### src/rtl/histogram_readout.sv
// Histogram readout engine: sweeps every bin, streams counts over valid/ready,
// and can pulse the histogram clear once the last bin has been delivered.
module histogram_readout #(
    parameter int ADDR_W  = 8,
    parameter int DATA_W  = 16,
    parameter int RD_LAT  = 2,
    parameter int CLR_CYC = 2
) (
    input  logic              clk,
    input  logic              rst,
    input  logic              start,
    input  logic              clear_en,
    input  logic              abort,
    output logic [ADDR_W-1:0] hist_addr,
    output logic              hist_rw,
    input  logic [DATA_W-1:0] hist_data,
    output logic              hist_rst,
    output logic [DATA_W-1:0] m_data,
    output logic [ADDR_W-1:0] m_bin,
    output logic              m_last,
    output logic              m_valid,
    input  logic              m_ready,
    output logic              busy,
    output logic              done
);

    typedef enum logic [1:0] {IDLE, WAIT, OUT, CLEAR} state_t;

    localparam logic [2:0]        WAIT_LAST = 3'(RD_LAT - 1);
    localparam logic [3:0]        CLR_LAST  = 4'(CLR_CYC - 1);
    localparam logic [ADDR_W-1:0] ADDR_MAX  = {ADDR_W{1'b1}};

    state_t            state_reg, state_next;
    logic [ADDR_W-1:0] addr_reg, addr_next;
    logic              rw_reg, rw_next;
    logic              hrst_reg, hrst_next;
    logic [DATA_W-1:0] data_reg, data_next;
    logic [ADDR_W-1:0] bin_reg, bin_next;
    logic              last_reg, last_next;
    logic              valid_reg, valid_next;
    logic              busy_reg, busy_next;
    logic              done_reg, done_next;
    logic              clr_en_reg, clr_en_next;
    logic [2:0]        wait_cnt_reg, wait_cnt_next;
    logic [3:0]        clr_cnt_reg, clr_cnt_next;

    always_ff @(posedge clk or posedge rst) begin
        if (rst) begin
            state_reg    <= IDLE;
            addr_reg     <= '0;
            rw_reg       <= 1'b0;
            hrst_reg     <= 1'b0;
            data_reg     <= '0;
            bin_reg      <= '0;
            last_reg     <= 1'b0;
            valid_reg    <= 1'b0;
            busy_reg     <= 1'b0;
            done_reg     <= 1'b0;
            clr_en_reg   <= 1'b0;
            wait_cnt_reg <= '0;
            clr_cnt_reg  <= '0;
        end else begin
            state_reg    <= state_next;
            addr_reg     <= addr_next;
            rw_reg       <= rw_next;
            hrst_reg     <= hrst_next;
            data_reg     <= data_next;
            bin_reg      <= bin_next;
            last_reg     <= last_next;
            valid_reg    <= valid_next;
            busy_reg     <= busy_next;
            done_reg     <= done_next;
            clr_en_reg   <= clr_en_next;
            wait_cnt_reg <= wait_cnt_next;
            clr_cnt_reg  <= clr_cnt_next;
        end
    end

    always_comb begin
        state_next    = state_reg;
        addr_next     = addr_reg;
        rw_next       = rw_reg;
        hrst_next     = hrst_reg;
        data_next     = data_reg;
        bin_next      = bin_reg;
        last_next     = last_reg;
        valid_next    = valid_reg;
        busy_next     = busy_reg;
        done_next     = 1'b0;
        clr_en_next   = clr_en_reg;
        wait_cnt_next = wait_cnt_reg;
        clr_cnt_next  = clr_cnt_reg;

        case (state_reg)
            IDLE: begin
                if (start) begin
                    state_next    = WAIT;
                    addr_next     = '0;
                    rw_next       = 1'b1;
                    busy_next     = 1'b1;
                    clr_en_next   = clear_en;
                    wait_cnt_next = '0;
                end
            end
            WAIT: begin
                // Capture on the RD_LAT-th edge after the address was presented.
                if (wait_cnt_reg == WAIT_LAST) begin
                    data_next  = hist_data;
                    bin_next   = addr_reg;
                    last_next  = (addr_reg == ADDR_MAX);
                    valid_next = 1'b1;
                    state_next = OUT;
                end else begin
                    wait_cnt_next = wait_cnt_reg + 3'd1;
                end
            end
            OUT: begin
                if (valid_reg && m_ready) begin
                    valid_next = 1'b0;
                    if (!last_reg) begin
                        addr_next     = addr_reg + 1'b1;
                        wait_cnt_next = '0;
                        state_next    = WAIT;
                    end else if (clr_en_reg) begin
                        hrst_next    = 1'b1;
                        clr_cnt_next = '0;
                        state_next   = CLEAR;
                    end else begin
                        rw_next    = 1'b0;
                        busy_next  = 1'b0;
                        done_next  = 1'b1;
                        state_next = IDLE;
                    end
                end
            end
            CLEAR: begin
                if (clr_cnt_reg == CLR_LAST) begin
                    hrst_next  = 1'b0;
                    rw_next    = 1'b0;
                    busy_next  = 1'b0;
                    done_next  = 1'b1;
                    state_next = IDLE;
                end else begin
                    clr_cnt_next = clr_cnt_reg + 4'd1;
                end
            end
            default: state_next = IDLE;
        endcase

        // Abort wins over any handshake or clear in the same cycle.
        if (abort && state_reg != IDLE) begin
            state_next = IDLE;
            valid_next = 1'b0;
            hrst_next  = 1'b0;
            rw_next    = 1'b0;
            busy_next  = 1'b0;
            done_next  = 1'b0;
        end
    end

    assign hist_addr = addr_reg;
    assign hist_rw   = rw_reg;
    assign hist_rst  = hrst_reg;
    assign m_data    = data_reg;
    assign m_bin     = bin_reg;
    assign m_last    = last_reg;
    assign m_valid   = valid_reg;
    assign busy      = busy_reg;
    assign done      = done_reg;

endmodule
### config.mk
export PLATFORM = sky130hd
export DESIGN_NAME = histogram_readout
export DESIGN_NICKNAME = d
export VERILOG_FILES = /design/src/rtl/histogram_readout.sv
export SDC_FILE = /design/constraint.sdc
export NUM_CORES = 1
export LEC_CHECK = 0
export BUFFER_PORTS_ARGS = -buffer_cell sky130_fd_sc_hd__buf_2
export CORE_MARGIN = 8
export CORE_UTILIZATION = 45
export CTS_BUF_LIST = sky130_fd_sc_hd__clkbuf_16
export DETAILED_ROUTE_END_ITERATION = 6
export GPL_ROUTABILITY_DRIVEN = 0
export GPL_TIMING_DRIVEN = 0
export PLACE_DENSITY = 0.83
export SYNTH_ARGS = -nofsm -noshare
export SYNTH_HDL_FRONTEND = slang
export SYNTH_SLANG_ARGS = --single-unit
### constraint.sdc
create_clock -name clk -period 1.64 [get_ports clk]
set_clock_uncertainty 0.05 [all_clocks]
set_input_delay 0.082 -clock clk [delete_from_list [all_inputs] [get_ports clk]]
set_output_delay 0.082 -clock clk [all_outputs]
set_load 0.02 [all_outputs]
==> results_dict.tcl <==
set metrics [dict create \
    setup_ws_ns -0.0748 \
    boundaryPins 60 \
    p_total_uw 5520 \
    critPathMostFrequentCell "buf_6" \
    vdd_ir_drop_max_mv 1.04 \
    clock_path_buffers 2 \
    required_ns 1.76 \
    wl_per_cell_um 18.0 \
    failed_checks "setup timing" \
    rr_startpoint "state_reg[1]" \
    critical_path_class "register to register" \
    die_height_um 86.6 \
    fin_nets 319 \
    ant_nets 0 \
    worstMarginPinSlew_ns 0.358 \
    synth_area_leaders "dfrtp_1, mux2_2, ha_1, nand2b_1, o21ai_0" \
    grt_pass1_vias 1970 \
    drc_errors 0 \
    power.internal_uw 3430 \
    coreArea_um2 4750 \
    synth_top_area_share 0.524 \
    clk_latency_ns 0.29 \
    netlist_instances 197 \
    syn-num-nets 224 \
    fillers 327 \
    status "finished with violations" \
    grt_antenna_before_repair 0 \
    grt_first_pass_wirelength_um 9710 \
    first_pass_iters 4 \
    yosys.cell_types.count 45 \
    comb_power_share 0.484 \
    ys_seq_area_frac 0.524 \
    root_buffer "clkbuf_16" \
    final_area_um2 3270 \
    drive_above_1_share 0.437 \
    cts_tree "done" \
    globalRouteOverflowTotal 0 \
    path_max_fanout 9 \
    timing_hold_violations_final 0 \
    via_count 1936 \
    p_clk_frac 0.182 \
    place_hpwl_um 4020 \
    cpPeakStageDelay_ns 0.42 \
    syn_avg_cell_area_um2 11.4 \
    rsz0062_at_grt "true" \
    min_path_type "input pin to register" \
    power_switching_uw 2090 \
    cts_max_level 2 \
    async_flop_share 1.00 \
    numCtsBuffers 5 \
    die_area_um2 7500 \
    setup_viol 25 \
    grt_max_degree 36 \
    slew_viol_final 0 \
    largest_reg_flops 16 \
    sw_frac_of_total 0.379 \
    max_freq_mhz 583 \
    cp-start-kind "register" \
    maxCapViolations 0 \
    hold_path_startpoint "start" \
    power_density_nw_per_um2 1690 \
    synth_top_cell_by_area "dfrtp_1" \
    arrival_ns 1.84 \
    seqPwrFrac 0.334 \
    hold-worst-slack_ns 0.140 \
    dominantRegCellSynth "dfrtp_1" \
    final_cell_mix "buf_2, dfrtp_1, mux2_4" \
    clk_pin_slew_ns 0.07 \
    worstSetupStartpoint "state_reg[1]" \
    fp-row-count 25 \
    routed_wl_um 6490 \
    dpl_cell_area_um2 2660 \
    drt-initial-drc-count 129 \
    path_cells "buf_6 -> nor4bb_4 -> buf_6 -> buf_12 -> mux2_4" \
    port_buffers 59 \
    leakage_uw 0.00153 \
    num_antenna_cells 0 \
    cp_slowest_cell "dfrtp_1" \
    synth_area_um2 2240 \
    routed_via_density 5.38 \
    critPathCaptureType "register" \
    clock-sinks 47 \
    ys_seq_elements 47 \
    final.min_clock_period_ns 1.71 \
    track_usage 0.164 \
    syn2layout_area_growth_pct 45.7 \
    synth_edf_count 0 \
    start_util 0.472 \
    slew_headroom 0.761 \
    fin_crit_sh 1.05 \
    synth_warnings 0 \
    reg2reg_slack_ns -0.07 \
    final_common_cell "buf_2" \
    die_x_um 86.6 \
]
==> power groups by stage <==
| stage | clock [µW] | sequential [µW] | combinational [µW] |
|---|---|---|---|
| after global routing | 1060 | 1890 | 2860 |
| after global placement | 0 | 1790 | 1970 |
| after floorplan | 0 | 2080 | 1170 |
| final | 1010 | 1840 | 2670 |
| after detailed placement | 0 | 1820 | 2060 |
| after CTS | 1030 | 1810 | 2320 |
==> worst max-delay path: cells and delay by family (launching register included) <==
family | cells | cell delay, ns
buffers and inverters | 3 | 0.49
and+or+nand+nor | 1 | 0.31
DFF | 1 | 0.42
muxes | 1 | 0.31
==> stage by stage <==
stage | setup TNS (ns) | setup slack (ns) | util | instances
floorplan | -0.0411 | -0.0411 | - | 197
detailed placement | -3.14 | -0.146 | 0.559 | 324
global placement | -12.12 | -0.349 | 0.555 | 323
finish | -1.43 | -0.0748 | 0.687 | 360
CTS | -0.991 | -0.0626 | 0.651 | 356
global route | -2.46 | -0.108 | 0.687 | 360
==> routing by layer <==
layer  up-vias  share of wire  GRT usage  routed length [µm]
met5         -              0          0                   0
met3         4          0.058     0.0529                 377
li1        918              -          -                   -
met2        65           0.54      0.283                3510
met4         0         0.0066     0.0516                  43
met1       949           0.39      0.186                2560
==> cells by family after synthesis <==
| logic type | count (synthesis) | synth area share |
|---|---|---|
| AO/OA/AOI/OAI | 37 | 0.108 |
| adder cells (fa/ha/maj) | 5 | 0.0279 |
| buffers and inverters | 19 | 0.0357 |
| flip-flops | 47 | 0.524 |
| multiplexers | 30 | 0.148 |
| AND/OR/NAND/NOR | 59 | 0.156 |
==> final timing paths <==
check,endpoint,cells after the start
worst max-delay path,m_data[10],5
worst min-delay path,hist_addr[2],3
worst max register to register,m_data[10],5
worst min register to register,m_data[5],1
max in group asynchronous,m_last,4
min in group asynchronous,m_data[4],3
==> synth_stat cells, drive strengths merged (2+ instances only) <==
cell    number
dfrtp       47
mux2        26
inv         10
nand2       10
nand2b      10
o21ai       10
a21oi        8
nand3        8
clkbuf       5
ha           5
nor2         5
or3          5
buf          4
mux2i        4
a31oi        3
nand4b       3
o31ai        3
or3b         3
or4          3
nor2b        2
nor3         2
==> layout make-up <==
cell class,instances,area (µm²),share of cell area
plain buffers,8,80.1,0.0245
clock buffers,5,125,0.0383
clock inverters,3,20.0,0.00613
inverters,10,37.5,0.0115
multi-input cells,131,1130,0.346
flip-flops and latches,47,1180,0.361
well taps,67,83.8,0.0257
repair buffers,89,609,0.186
==> what timing repair did <==
action / CTS / global route
pin swaps: 0 / 7
setup buffers: 6 / 3
hold buffers: 19 / 0
endpoints found under the setup margin: 32 / 38
resized for setup: 18 / 40
hold endpoints to repair: 30 / 0
cloned: 0 / 1
Power figures use the tool's default switching activity.
